===== src/rtl/mem_arb_rr.sv =====
// mem_arb_rr: one synchronous memory array shared by NUM_CH channels.
// A round-robin arbiter grants at most one channel per cycle. A granted
// write updates the array; a granted read returns data one cycle later,
// tagged through rvalid to the channel that issued it.
module mem_arb_rr #(
  parameter int ADDR_WIDTH = 5,
  parameter int DATA_WIDTH = 8,
  parameter int NUM_CH     = 2
) (
  input  logic                         clk,
  input  logic                         rst,
  input  logic [NUM_CH-1:0]            req,
  input  logic [NUM_CH-1:0]            we,
  input  logic [NUM_CH*ADDR_WIDTH-1:0] addr,
  input  logic [NUM_CH*DATA_WIDTH-1:0] wdata,
  output logic [NUM_CH-1:0]            gnt,
  output logic [NUM_CH-1:0]            rvalid,
  output logic [DATA_WIDTH-1:0]        rdata
);

  localparam int DEPTH = 2 ** ADDR_WIDTH;
  localparam int PTR_W = (NUM_CH > 1) ? $clog2(NUM_CH) : 1;
  localparam logic [PTR_W-1:0] LAST_CH = PTR_W'(NUM_CH - 1);

  logic [DATA_WIDTH-1:0] mem [DEPTH];

  logic [PTR_W-1:0]      ptr;
  logic [PTR_W-1:0]      gnt_idx;
  logic [PTR_W-1:0]      cand_idx;
  int unsigned           cand;
  logic                  gnt_any;

  logic [ADDR_WIDTH-1:0] addr_a  [NUM_CH];
  logic [DATA_WIDTH-1:0] wdata_a [NUM_CH];
  logic [ADDR_WIDTH-1:0] sel_addr;
  logic [DATA_WIDTH-1:0] sel_wdata;
  logic                  sel_we;

  // Split the flattened per-channel buses into arrays indexed by channel.
  for (genvar g = 0; g < NUM_CH; g++) begin : g_unpack
    assign addr_a[g]  = addr[g*ADDR_WIDTH +: ADDR_WIDTH];
    assign wdata_a[g] = wdata[g*DATA_WIDTH +: DATA_WIDTH];
  end

  // Round-robin search: first requester at or after ptr, wrapping; nothing during reset.
  always_comb begin
    gnt      = '0;
    gnt_idx  = '0;
    gnt_any  = 1'b0;
    cand     = 0;
    cand_idx = '0;
    if (!rst) begin
      for (int unsigned i = 0; i < NUM_CH; i++) begin
        cand     = (32'(ptr) + i) % NUM_CH;
        cand_idx = PTR_W'(cand);
        if (!gnt_any && req[cand_idx]) begin
          gnt_any       = 1'b1;
          gnt_idx       = cand_idx;
          gnt[cand_idx] = 1'b1;
        end
      end
    end
  end

  // Route the granted channel's command to the shared array.
  always_comb begin
    sel_we    = we[gnt_idx];
    sel_addr  = addr_a[gnt_idx];
    sel_wdata = wdata_a[gnt_idx];
  end

  // Priority pointer moves to the channel after the one just served.
  always_ff @(posedge clk) begin
    if (rst) begin
      ptr <= '0;
    end else if (gnt_any) begin
      ptr <= (gnt_idx == LAST_CH) ? '0 : gnt_idx + 1'b1;
    end
  end

  // Storage write port; contents are deliberately left untouched by reset.
  always_ff @(posedge clk) begin
    if (!rst && gnt_any && sel_we) begin
      mem[sel_addr] <= sel_wdata;
    end
  end

  // Registered read return: rdata holds between reads, rvalid pulses one cycle.
  always_ff @(posedge clk) begin
    if (rst) begin
      rvalid <= '0;
      rdata  <= '0;
    end else if (gnt_any && !sel_we) begin
      rvalid <= gnt;
      rdata  <= mem[sel_addr];
    end else begin
      rvalid <= '0;
    end
  end

endmodule


===== config.mk =====
export PLATFORM = sky130hd
export DESIGN_NAME = mem_arb_rr
export DESIGN_NICKNAME = d
export VERILOG_FILES = /design/src/rtl/mem_arb_rr.sv
export SDC_FILE = /design/constraint.sdc
export NUM_CORES = 1
export LEC_CHECK = 0
export ABC_AREA = 1
export CAP_MARGIN = 15
export CORE_MARGIN = 8
export CORE_UTILIZATION = 55
export DETAILED_ROUTE_END_ITERATION = 6
export PLACE_DENSITY = 0.7
export SLEW_MARGIN = 20
export SYNTH_ARGS = -nofsm -noshare
export SYNTH_HDL_FRONTEND = slang
export SYNTH_SLANG_ARGS = --single-unit

===== constraint.sdc =====
create_clock -name clk -period 5.3 [get_ports clk]
set_clock_uncertainty 0.05 [all_clocks]
set_input_delay 1.06 -clock clk [delete_from_list [all_inputs] [get_ports clk]]
set_output_delay 1.06 -clock clk [all_outputs]
set_load 0.005 [all_outputs]

# [After elaboration in Yosys (flattened, before gate mapping)]
# Memory sizes are Yosys's and may differ from the RTL's. A register that Yosys moved wholly into a read port is not among the register bits.
# Cells that the tools add are included.
[classes] magnitude_cmp=6 div_mod_pow=0 eq_ne=0 n_mux=30 shifts=0 bitwise=3 n_addsub=2 reduce_logical=10 n_mul=0
[ops] operator="8-bit 2-to-1 mux" count=3
[ops] operator="1-bit 2-to-1 mux" count=18
[ops] operator="5-bit 2-to-1 mux" count=3
[ops] operator="2-bit 2-to-1 mux" count=4
[ops] operator="1-bit logical AND" count=6
[ops] operator="1-bit by 2-bit < comparator with 1-bit output, second input constant" count=3
[ops] operator="1-bit logical NOT" count=3
[ops] operator="1-bit adder, second input constant" count=2
[ops] operator="1-bit demux with 1-bit select" count=2
[ops] operator="1-bit greater-or-equal comparator, second input constant" count=2
[ops] operator="2-bit greater-or-equal comparator, second input constant" count=1
[ops] operator="1-bit NOT with 2-bit output" count=1
[ops] operator="2-bit OR" count=1
[ops] operator="2-bit OR reduction" count=1
[ops] operator="1-bit NOT" count=1
[word_totals] output_inout_bits=12 mem_count=1 reg_bits=3 ramBits=256 mem_bits_ro=0 latchBits=0 input_bits=32 wordCells=54
[mem_list] memory="mem" depth=32 width=8 rd=1 rd_ports_with_merged_regs=1 wr=1 line_no="25" text="logic [DATA_WIDTH-1:0] mem [DEPTH];"

# [Logic depth before layout (Yosys ltp)]
# Gate-level depths: netlist of the first run.
[depth] ltp_word=14 mapped_depth=17 ltp_nobuf=15

# [Least setup slack after synthesis of the first run]
# Ideal clock, no wire load.
[synth_timing] path_kind="in2reg" startpoint="input port req[1]" endpoint="memory mem[4][0], enable pin" setup_ps=370 arrival_time_ps=2557 path_stages=10 path_buffers=2 required_time_ps=4880 slack_ps=2322 cell_sequence="inv_2 nor2_4 nand2_4 buf_6 buf_6 nand2_2 nand2_4 nor3_2 inv_1 nor2_1"
[synth_between] elab_chain_len=13 elab_cells_between_ends=23 cone_classes="18 x mux; 1 x bitwise; 4 x reduce/logical"
[synth_rtl] element="from (decl)" line_no="12" text="input logic [NUM_CH-1:0] req,"
[synth_rtl] element="1-bit 2-to-1 mux (implied by the code) (2 in series)" line_no="56" text="if (!gnt_any && req[cand_idx]) begin"
[synth_rtl] element="1-bit 2-to-1 mux" line_no="56"
[synth_rtl] element="1-bit 2-to-1 mux" line_no="52" text="if (!rst) begin"
[synth_rtl] element="1-bit logical NOT" line_no="56"
[synth_rtl] element="1-bit logical AND" line_no="56"
[synth_rtl] element="1-bit 2-to-1 mux" line_no="56"
[synth_rtl] element="1-bit 2-to-1 mux" line_no="52"
[synth_rtl] element="1-bit 2-to-1 mux (implied by the code) (2 in series)" line_no="67" text="sel_we = we[gnt_idx];"
[synth_rtl] element="1-bit logical AND" line_no="83" text="if (!rst && gnt_any && sel_we) begin"
[synth_rtl] element="1-bit 2-to-1 mux" line_no="83"
[synth_rtl] element="1-bit 2-to-1 mux (implied by the code)" line_no="84" text="mem[sel_addr] <= sel_wdata;"
[synth_rtl] element="to (decl)" line_no="25"
# Several ways; a longest one is shown, not always the timed one. The select of a mux whose other input is x is not followed.

# [Worst setup path after layout of the first run]
[layout_timing] startpoint="input port rst" endpoint="memory mem[31][3], enable pin"
[layout_between] elab_chain_len=6 elab_cells_between_ends=13 cone_classes="9 x mux; 1 x bitwise; 3 x reduce/logical"
[layout_rtl] element="from (decl)" line_no="11" text="input logic rst,"
[layout_rtl] element="1-bit 2-to-1 mux" line_no="52"
[layout_rtl] element="1-bit 2-to-1 mux (implied by the code) (2 in series)" line_no="67"
[layout_rtl] element="1-bit logical AND" line_no="83"
[layout_rtl] element="1-bit 2-to-1 mux" line_no="83"
[layout_rtl] element="1-bit 2-to-1 mux (implied by the code)" line_no="84"
# Several ways; a longest one is shown, not always the timed one. The select of a mux whose other input is x is not followed.

==> flow_summary.json, run 1 <==
{
  "cts_tree": "yes",
  "dr.pass1.iters": 5,
  "gp_congestion": 0.859,
  "r2r_end": "mem[31][3]",
  "path_buf_inv": 3,
  "finalPower_uw": 4630,
  "dr.first_iter.drc_count": 864,
  "grt_max_degree": 72,
  "cts-root-buf": "clkbuf_16",
  "final_max_slew_viol_count": 0,
  "grt_pass1_wl_mm": 44.4,
  "finalSetupTns_ns": 0,
  "avgSynthCellArea_um2": 10.0,
  "cts_made_buffers": 26,
  "yosysSeqAreaShare_pct": 67.6,
  "fillers": 1689,
  "diodes": 0,
  "core_area_mm2": 0.0210,
  "ys_types": 24,
  "die_w_um": 162,
  "viasPerCell": 5.44,
  "vias": 8148,
  "period_share_pct": 75.9,
  "cts_buffer_depth": 3,
  "io_pins": 44,
  "overflow": 0,
  "drive_gt1_share_pct": 6.79,
  "cp_top_family": "simple AND/OR/NAND/NOR gates",
  "crit_path_max_fanout": 22,
  "antenna_found_initial": 0,
  "post-route-drc-count": 0,
  "worstSetupEndpointType": "register",
  "start_util_pct": 55.8,
  "power.clock.fraction_pct": 39.4,
  "slowest_delay_ns": 0.81,
  "setup_viol": 0,
  "clk_latency_ns": 0.53,
  "ctsResizeCount": 0,
  "holdPathEnd": "ptr",
  "hold_depth": 2,
  "routedWlPerCell_um": 19.0,
  "p_switching_uw": 1090,
  "slowest_stage": "nor2_1",
  "antenna_left": 0,
  "yosysWarnings": 0,
  "hold_viol": 0,
  "hp-class": "register to register",
  "area_growth_pct": 12.9,
  "cts_sinks": 267,
  "dieArea_mm2": 0.0262,
  "min_period_ns": 4.02,
  "arrival_ns": 4.12,
  "critPathLaunchType": "input port",
  "swShare_pct": 23.4,
  "rr_worst_depth": 9,
  "status": "complete, no violations",
  "synthesis.nets": 1202,
  "ys_ff_latch": 267,
  "crit_top_cell": "nor2_1",
  "crit_chain": "clkdlybuf4s50_1 > nor2_4 > nand2_4 > inv_2 > o21ai_0 > inv_1 > nor2_1 > nand3_1 > nor2_1",
  "htree_levels": 1,
  "dp_slack_ns": 0.879,
  "maxCapViolCount": 0,
  "hold_start": "ptr",
  "synth.cell_area_mm2": 0.0117,
  "post-cts-setup-buffer-count": 0,
  "intPower_uw": 3550,
  "max-vdd-ir-drop_mv": 0.268,
  "worst_hold_slack_ns": 0.419,
  "worst_slew_pin_slew_ns": 0.786,
  "die_h_um": 162,
  "wirelength_mm": 28.4,
  "grt_pass1_vias": 7914,
  "relSlewSlack_pct": 47.6,
  "p_leak_uw": 0.00541,
  "grt_usage_pct": 21.8,
  "rrSetupSlack_ns": 1.99,
  "rsz0062_at_grt": "false",
  "reg2reg_from": "ptr",
  "cp.required_ns": 5.40,
  "hold_buffers": 0,
  "max_clock_freq_ghz": 0.249,
  "combPwrFrac_pct": 9.8,
  "critPathKind": "input port to register",
  "portBuffers": 43,
  "final.setup.worst_slack_ns": 1.28,
  "hpwl_mm": 16.8,
  "seq_power_share_pct": 50.7,
  "rows": 53,
  "netlist_instances": 1170,
  "power.density_mw_per_mm2": 351,
  "clk_pin_slew_worst_paths_ns": 0.06,
  "nets": 1236
}
==> per-stage QoR <==
| stage | utilization, % | std cells | instance area (um2) |
|---|---|---|---|
| after global placement | 59.0 | 1451 | 12400 |
| after CTS | 63.0 | 1498 | 13200 |
| after global routing | 63.0 | 1498 | 13200 |
| after floorplan | - | 1170 | 11700 |
| after detailed placement | 59.0 | 1451 | 12400 |
| final | 63.0 | 1498 | 13200 |
==> cells by family (layout without fill, tap and decap cells) <==
kind of cell,count (synthesis),in the layout,share of synthesized area (%)
DFF,267,267,67.6
buffers and inverters,94,147,3.54
AOI/OAI and AO/OA,16,16,1.03
and+or+nand+nor,793,793,27.8
==> flip-flops by register name (all words and copies together), names as in the netlist <==
| signal | cells |
|---|---|
| mem | 256 |
| ptr | 1 |
| rdata | 8 |
| rvalid | 2 |
==> Yosys cell counts <==
library cell	number	area (um2)
nor2_1	51	191
buf_6	2	22.5
clkinv_1	1	3.75
dfxtp_1	11	220
nand2_2	3	18.8
buf_1	6	22.5
nor3_4	5	81.3
o21ai_2	3	26.3
inv_1	33	124
clkbuf_1	17	63.8
inv_2	4	15.0
buf_4	3	22.5
buf_2	28	140
o21ai_4	1	16.3
nand3_1	133	666
nand2_4	2	22.5
nor2_4	1	11.3
edfxtp_1	256	7690
a21oi_1	2	10.0
o21a_1	7	52.6
o21ai_0	3	15.0
nor3_2	3	30.0
nand2_1	594	2230
nor2_2	1	6.26
==> worst min-delay path: cells and delay by family (launching register included) <==
family | cells | cell delay (ns)
DFF | 1 | 0.31
and+or+nand+nor | 1 | 0.06
AOI/OAI and AO/OA | 1 | 0.06
==> routing by layer <==
layer | up-vias | part of all wire, % | GRT usage, %
met4 | 0 | 2.8 | 7.45
met3 | 55 | 8.6 | 3.11
met2 | 343 | 46 | 34.3
met5 | - | 0 | 0
li1 | 3932 | - | -
met1 | 3818 | 43 | 30.7
==> layout make-up <==
| type | instances | area [um2] | share of cell area (%) |
|---|---|---|---|
| multi-input cells | 809 | 3400 | 25.7 |
| well taps | 275 | 344 | 2.60 |
| inverters | 38 | 143 | 1.08 |
| flip-flops and latches | 267 | 7910 | 59.9 |
| repair buffers | 62 | 573 | 4.34 |
| clock buffers | 31 | 691 | 5.23 |
| clock inverters | 16 | 154 | 1.17 |
==> power groups by stage <==
stage	Clock, uW	Sequential, uW	Combinational, uW
3_3_place_gp	0	2400	446
3_5_place_dp	0	2400	449
6_report	1830	2350	455
2_1_floorplan	0	2400	279
4_1_cts	1840	2350	454
5_1_grt	1920	2350	502
==> cell usage in the layout, fill, tap and decap left out <==
cell	n
inv_1	33
clkinv_1	7
o21ai_4	2
clkdlybuf4s50_1	43
clkinv_2	5
clkbuf_1	4
dfxtp_1	11
inv_2	4
clkinvlp_4	1
inv_6	1
nand3_1	132
edfxtp_1	256
nand2_2	6
clkbuf_16	27
bufinv_16	3
nor2_2	1
nor2_4	1
o21ai_2	2
nand3_2	1
nand2_4	2
nor3_4	5
nor2_1	51
o21ai_0	3
a21oi_1	2
nand2_1	591
o21a_1	7
buf_4	19
nor3_2	3
==> worst max-delay path by stage <==
stage,from,end,slack [ns],cells after the start
final,rst,mem[31][3],1.28,9
after global routing,rst,mem[2][0],1.17,9
after CTS,rst,gnt[0],1.34,6
after detailed placement,rst,mem[18][2],0.88,9
after global placement,rst,mem[19][7],0.98,9
after floorplan,req[1],mem[4][0],2.32,10
Note: power is estimated with default switching activity, not from simulation.
==> inputs of run 2 (changes only) <==
==> constraint.sdc (replaced) <==
create_clock -name clk -period 3.95 [get_ports clk]
set_clock_uncertainty 0.05 [all_clocks]
set_input_delay 0.79 -clock clk [delete_from_list [all_inputs] [get_ports clk]]
set_output_delay 0.79 -clock clk [all_outputs]
set_load 0.005 [all_outputs]
==> run 2 against run 1 <==
Effect of this change:
- global-route usage increased by 0.59 points
- count of clock-buffer cells in the layout grew 5
- sequential power up 34%
- register-to-register slack got worse by 0.67 ns
- utilization grew 1.9 points
- critical path type is now input port to primary output
- largest cell class unchanged
==> flow_summary.json, run 2 (same netlist as run 1, synthesis figures left out) <==
{
  "status": "complete, no violations",
  "cts_sinks": 267,
  "final_common_cell": "nand2_1",
  "worst_slew_pin_slew_ns": 0.750,
  "wirelength_mm": 29.4,
  "antenna_found_initial": 0,
  "nets": 1285,
  "cts_buffer_depth": 3,
  "diodes": 0,
  "start_util_pct": 55.8,
  "dr.first_iter.drc_count": 1099,
  "clk_latency_ns": 0.55,
  "cts-root-buf": "clkbuf_16",
  "post-route-drc-count": 0,
  "min_period_ns": 3.49,
  "grt_max_degree": 70,
  "finalSetupTns_ns": 0,
  "max_clock_freq_ghz": 0.286,
  "rsz0062_at_grt": "false",
  "portBuffers": 43,
  "post-cts-setup-buffer-count": 0,
  "core_area_mm2": 0.0210,
  "vias": 8418,
  "area_growth_pct": 16.4,
  "gp_congestion": 0.878,
  "die_w_um": 162,
  "clk_pin_slew_worst_paths_ns": 0.06,
  "final_cell_mix": "nand2_1 (591), edfxtp_1 (256), nand3_1 (132)",
  "cts_made_buffers": 28,
  "grt_pass1_wl_mm": 45.7,
  "final_max_slew_viol_count": 0,
  "routedWlPerCell_um": 19.0,
  "dieArea_mm2": 0.0262,
  "overflow": 0,
  "grt_pass1_vias": 8118,
  "top_regs": "mem: 256 flops, rdata: 8 flops, rvalid: 2 flops",
  "io_pins": 44,
  "ctsResizeCount": 0,
  "antenna_left": 0,
  "critPathLaunchType": "input port",
  "p_leak_uw": 0.00567,
  "setup_viol": 0,
  "power.density_mw_per_mm2": 457,
  "hp-class": "register to register",
  "worst_hold_slack_ns": 0.450,
  "final_area_mm2": 0.0136,
  "cp.required_ns": 3.11,
  "maxCapViolCount": 0,
  "die_h_um": 162,
  "hold_viol": 0,
  "grt_usage_pct": 22.4,
  "critPathKind": "input port to primary output",
  "max-vdd-ir-drop_mv": 0.382,
  "cts_tree": "yes",
  "period_share_pct": 88.4,
  "rows": 53,
  "drive_gt1_share_pct": 10.4,
  "arrival_ns": 2.65,
  "fillers": 1659,
  "largest_register": "mem",
  "relSlewSlack_pct": 50.0,
  "largest_register_ffs": 256,
  "dpl_cell_area_mm2": 0.0128,
  "worstSetupEndpointType": "primary output",
  "crit_path_max_fanout": 9,
  "hpwl_mm": 18.0,
  "dr.pass1.iters": 5,
  "viasPerCell": 5.44,
  "hold_buffers": 0,
  "htree_levels": 1
}
[run 2: cell count changes in the layout (fill, tap and decap cells not counted), sizes merged]
cell      previous run  this run
buf                 19        66
bufinv               3         1
clkbuf              31        36
clkinv              12        10
clkinvlp             1         3
[run 2: final timing paths]
kind	startpoint	to	slack, ns	cells after the start
setup reg to reg	ptr	rdata[0]	1.32	17
hold reg to reg	ptr	ptr	0.45	2
setup / recovery	rst	gnt[0]	0.46	5
hold / removal	ptr	ptr	0.45	2
[run 2: per-stage QoR]
| stage | std cells | setup WS [ns] | total power, uW | utilization (%) |
|---|---|---|---|---|
| 6_report | 1548 | 0.458 | 6220 | 65.0 |
| 5_1_grt | 1548 | 0.365 | 6410 | 65.0 |
| 4_1_cts | 1548 | 0.499 | 6250 | 65.0 |
| 3_5_place_dp | 1498 | 0.453 | 3850 | 60.9 |
| 3_3_place_gp | 1498 | 0.483 | 3850 | 60.9 |
| 2_1_floorplan | 1170 | 1.24 | 3590 | - |
[run 2: critical path: stages]
cell	delay [ns]
clkdlybuf4s50_1	0.58
clkinv_1	0.29
o21ai_0	0.34
nor2_1	0.17
clkdlybuf4s50_1	0.48
[run 2: report_power, final]
part / switching (uW) / internal, uW
clock network: 1040 / 1380
registers: 6.85 / 3150
logic: 448 / 192
total: 1500 / 4720
[run 2: metal layers]
| metal | wire length (um) | global-route usage [%] | up-vias | part of all wire, % |
|---|---|---|---|---|
| met5 | 0 | 0 | - | 0 |
| met4 | 826 | 7.32 | 0 | 2.8 |
| met3 | 2920 | 3.80 | 59 | 9.9 |
| met2 | 13300 | 34.7 | 449 | 45 |
| met1 | 12300 | 31.8 | 3872 | 42 |
| li1 | - | - | 4038 | - |
[run 2: area by class of cell]
class	instances	area [um2]	area share, %
tap	275	344	2.53
timing repair buffer	109	976	7.17
sequential	267	7910	58.1
clock inverter	14	118	0.864
inverter	38	143	1.05
clock buffer	36	731	5.37
multi-input combinational	809	3400	24.9
==> inputs of run 3 (changes only) <==
--- a/config.mk
+++ b/config.mk
@@ -10,6 +10,8 @@
 export CORE_MARGIN = 8
 export CORE_UTILIZATION = 55
 export DETAILED_ROUTE_END_ITERATION = 6
+export GPL_TIMING_DRIVEN = 0
+export MAX_ROUTING_LAYER = met4
 export PLACE_DENSITY = 0.7
 export SLEW_MARGIN = 20
 export SYNTH_ARGS = -nofsm -noshare
==> run 3 against run 2 <==
Effect of this change:
- global-route usage grew 0.79 points
- flip-flop and latch count unchanged
- critical endpoint is now mem[25][2]
- utilization fell by 0.84 points
- largest cell class unchanged
- setup slack got worse by 0.23 ns
==> flow_summary.json, run 3 (same netlist as run 1, synthesis figures left out) <==
{
  "relSlewSlack_pct": 32.7,
  "final_common_cell": "nand2_1",
  "area_growth_pct": 14.9,
  "antenna_left": 0,
  "final_area_mm2": 0.0134,
  "final-seq-area_mm2": 0.00791,
  "largest_register_ffs": 256,
  "cts_made_buffers": 27,
  "portBuffers": 43,
  "dpl_cell_area_mm2": 0.0125,
  "clk_latency_ns": 0.53,
  "p_switching_uw": 1480,
  "viasPerCell": 5.44,
  "post-cts-setup-buffer-count": 0,
  "max_clock_freq_ghz": 0.269,
  "gp_congestion": 0.888,
  "cts_tree": "yes",
  "die_w_um": 162,
  "fillers": 1627,
  "final_cell_mix": "nand2_1 (587), edfxtp_1 (256), nand3_1 (133)",
  "antenna_found_initial": 0,
  "status": "complete, no violations",
  "setup_viol": 0,
  "dr.pass1.iters": 7,
  "critPathKind": "input port to register",
  "core_area_mm2": 0.0210,
  "die_h_um": 162,
  "cts_sinks": 267,
  "worst_slew_pin_slew_ns": 1.01,
  "largest_register": "mem",
  "cts-root-buf": "clkbuf_16",
  "hp-class": "register to register",
  "grt_pass1_wl_mm": 45.3,
  "power.clock.fraction_pct": 41.8,
  "hold_buffers": 0,
  "cp.required_ns": 4.05,
  "drive_gt1_share_pct": 8.17,
  "post-route-drc-count": 0,
  "rsz0062_at_grt": "false",
  "dr.first_iter.drc_count": 880,
  "vias": 8349,
  "grt_max_degree": 33,
  "multi_input_area_mm2": 0.00339,
  "rows": 53,
  "ctsResizeCount": 0,
  "swShare_pct": 22.7,
  "grt_usage_pct": 23.2,
  "critPathLaunchType": "input port",
  "dieArea_mm2": 0.0262,
  "p_leak_uw": 0.00553,
  "routedWlPerCell_um": 19.3,
  "final_core_util_pct": 64.1,
  "io_pins": 44,
  "top_regs": "mem: 256 flops, rdata: 8 flops, rvalid: 2 flops",
  "overflow": 0,
  "hpwl_mm": 19.4,
  "crit_path_max_fanout": 10,
  "final_max_slew_viol_count": 0,
  "period_share_pct": 94.2,
  "power.density_mw_per_mm2": 484,
  "clk_pin_slew_worst_paths_ns": 0.07,
  "wirelength_mm": 29.6,
  "seq_power_share_pct": 48.5,
  "combPwrFrac_pct": 9.7,
  "start_util_pct": 55.8,
  "cts_buffer_depth": 3,
  "diodes": 0,
  "nets": 1274,
  "intPower_uw": 5030,
  "grt_pass1_vias": 7978,
  "maxCapViolCount": 0,
  "htree_levels": 1,
  "worst_hold_slack_ns": 0.414,
  "max-vdd-ir-drop_mv": 0.292,
  "min_period_ns": 3.72,
  "hold_viol": 0,
  "arrival_ns": 3.82,
  "worstSetupEndpointType": "register"
}
[run 3: changes by cell type in the layout (fill, tap and decap cells not counted), moves of 2 or more]
cell	change
buf_12	-4
bufinv_16	+6
nand2_2	+4
buf_1	+6
nand2_1	-4
buf_6	+2
clkbuf_1	+12
clkinv_1	+3
buf_4	-59
buf_2	+28
clkinvlp_4	-3
[run 3: per-stage QoR]
stage          total power (uW)  worst slack, ns  instances  setup TNS (ns)
4_1_cts                    6520            0.304       1536               0
6_report                   6510            0.230       1536               0
3_3_place_gp               3830           -0.227       1488          -14.22
2_1_floorplan              3590             1.24       1170               0
5_1_grt                    6700            0.128       1536               0
3_5_place_dp               3840           -0.216       1488          -18.82
[run 3: final cells by class]
cell class	count	share of cell area, %
clock buffers	30	5.11
flip-flops and latches	267	58.8
well taps	275	2.56
clock inverters	18	1.95
repair buffers	43	3.20
plain buffers	56	2.02
multi-input cells	809	25.3
inverters	38	1.06
[run 3: routing by layer]
layer	track usage (%)	vias up	share of wire, %
met2	35.1	393	45
met1	31.9	3884	42
met4	6.90	0	2.6
met3	4.05	54	9.9
li1	-	4018	-
met5	-	-	0
[run 3: path summary, 6_finish.rpt]
| kind | from | endpoint | slack (ns) | cells after the start |
|---|---|---|---|---|
| worst min register to register | ptr | ptr | 0.41 | 2 |
| worst min-delay path | ptr | ptr | 0.41 | 2 |
| worst max-delay path | req[1] | mem[25][2] | 0.23 | 9 |
| worst max register to register | ptr | mem[25][2] | 0.68 | 8 |
[run 3: power groups by stage]
stage	combinational (uW)	clock [uW]	sequential (uW)
after global routing	691	2860	3160
after floorplan	374	0	3220
final	629	2720	3160
after global placement	607	0	3220
after CTS	624	2740	3160
after detailed placement	619	0	3220
[run 3: worst max-delay path, stage by stage]
cell and delay (ns):
clkdlybuf4s50_1 0.49, inv_2 0.06, nor2_4 0.12, nand3_1 0.37, nand2_1 0.25, buf_4 0.23
buf_2 0.26, nand3_1 0.37, nor2_1 0.87
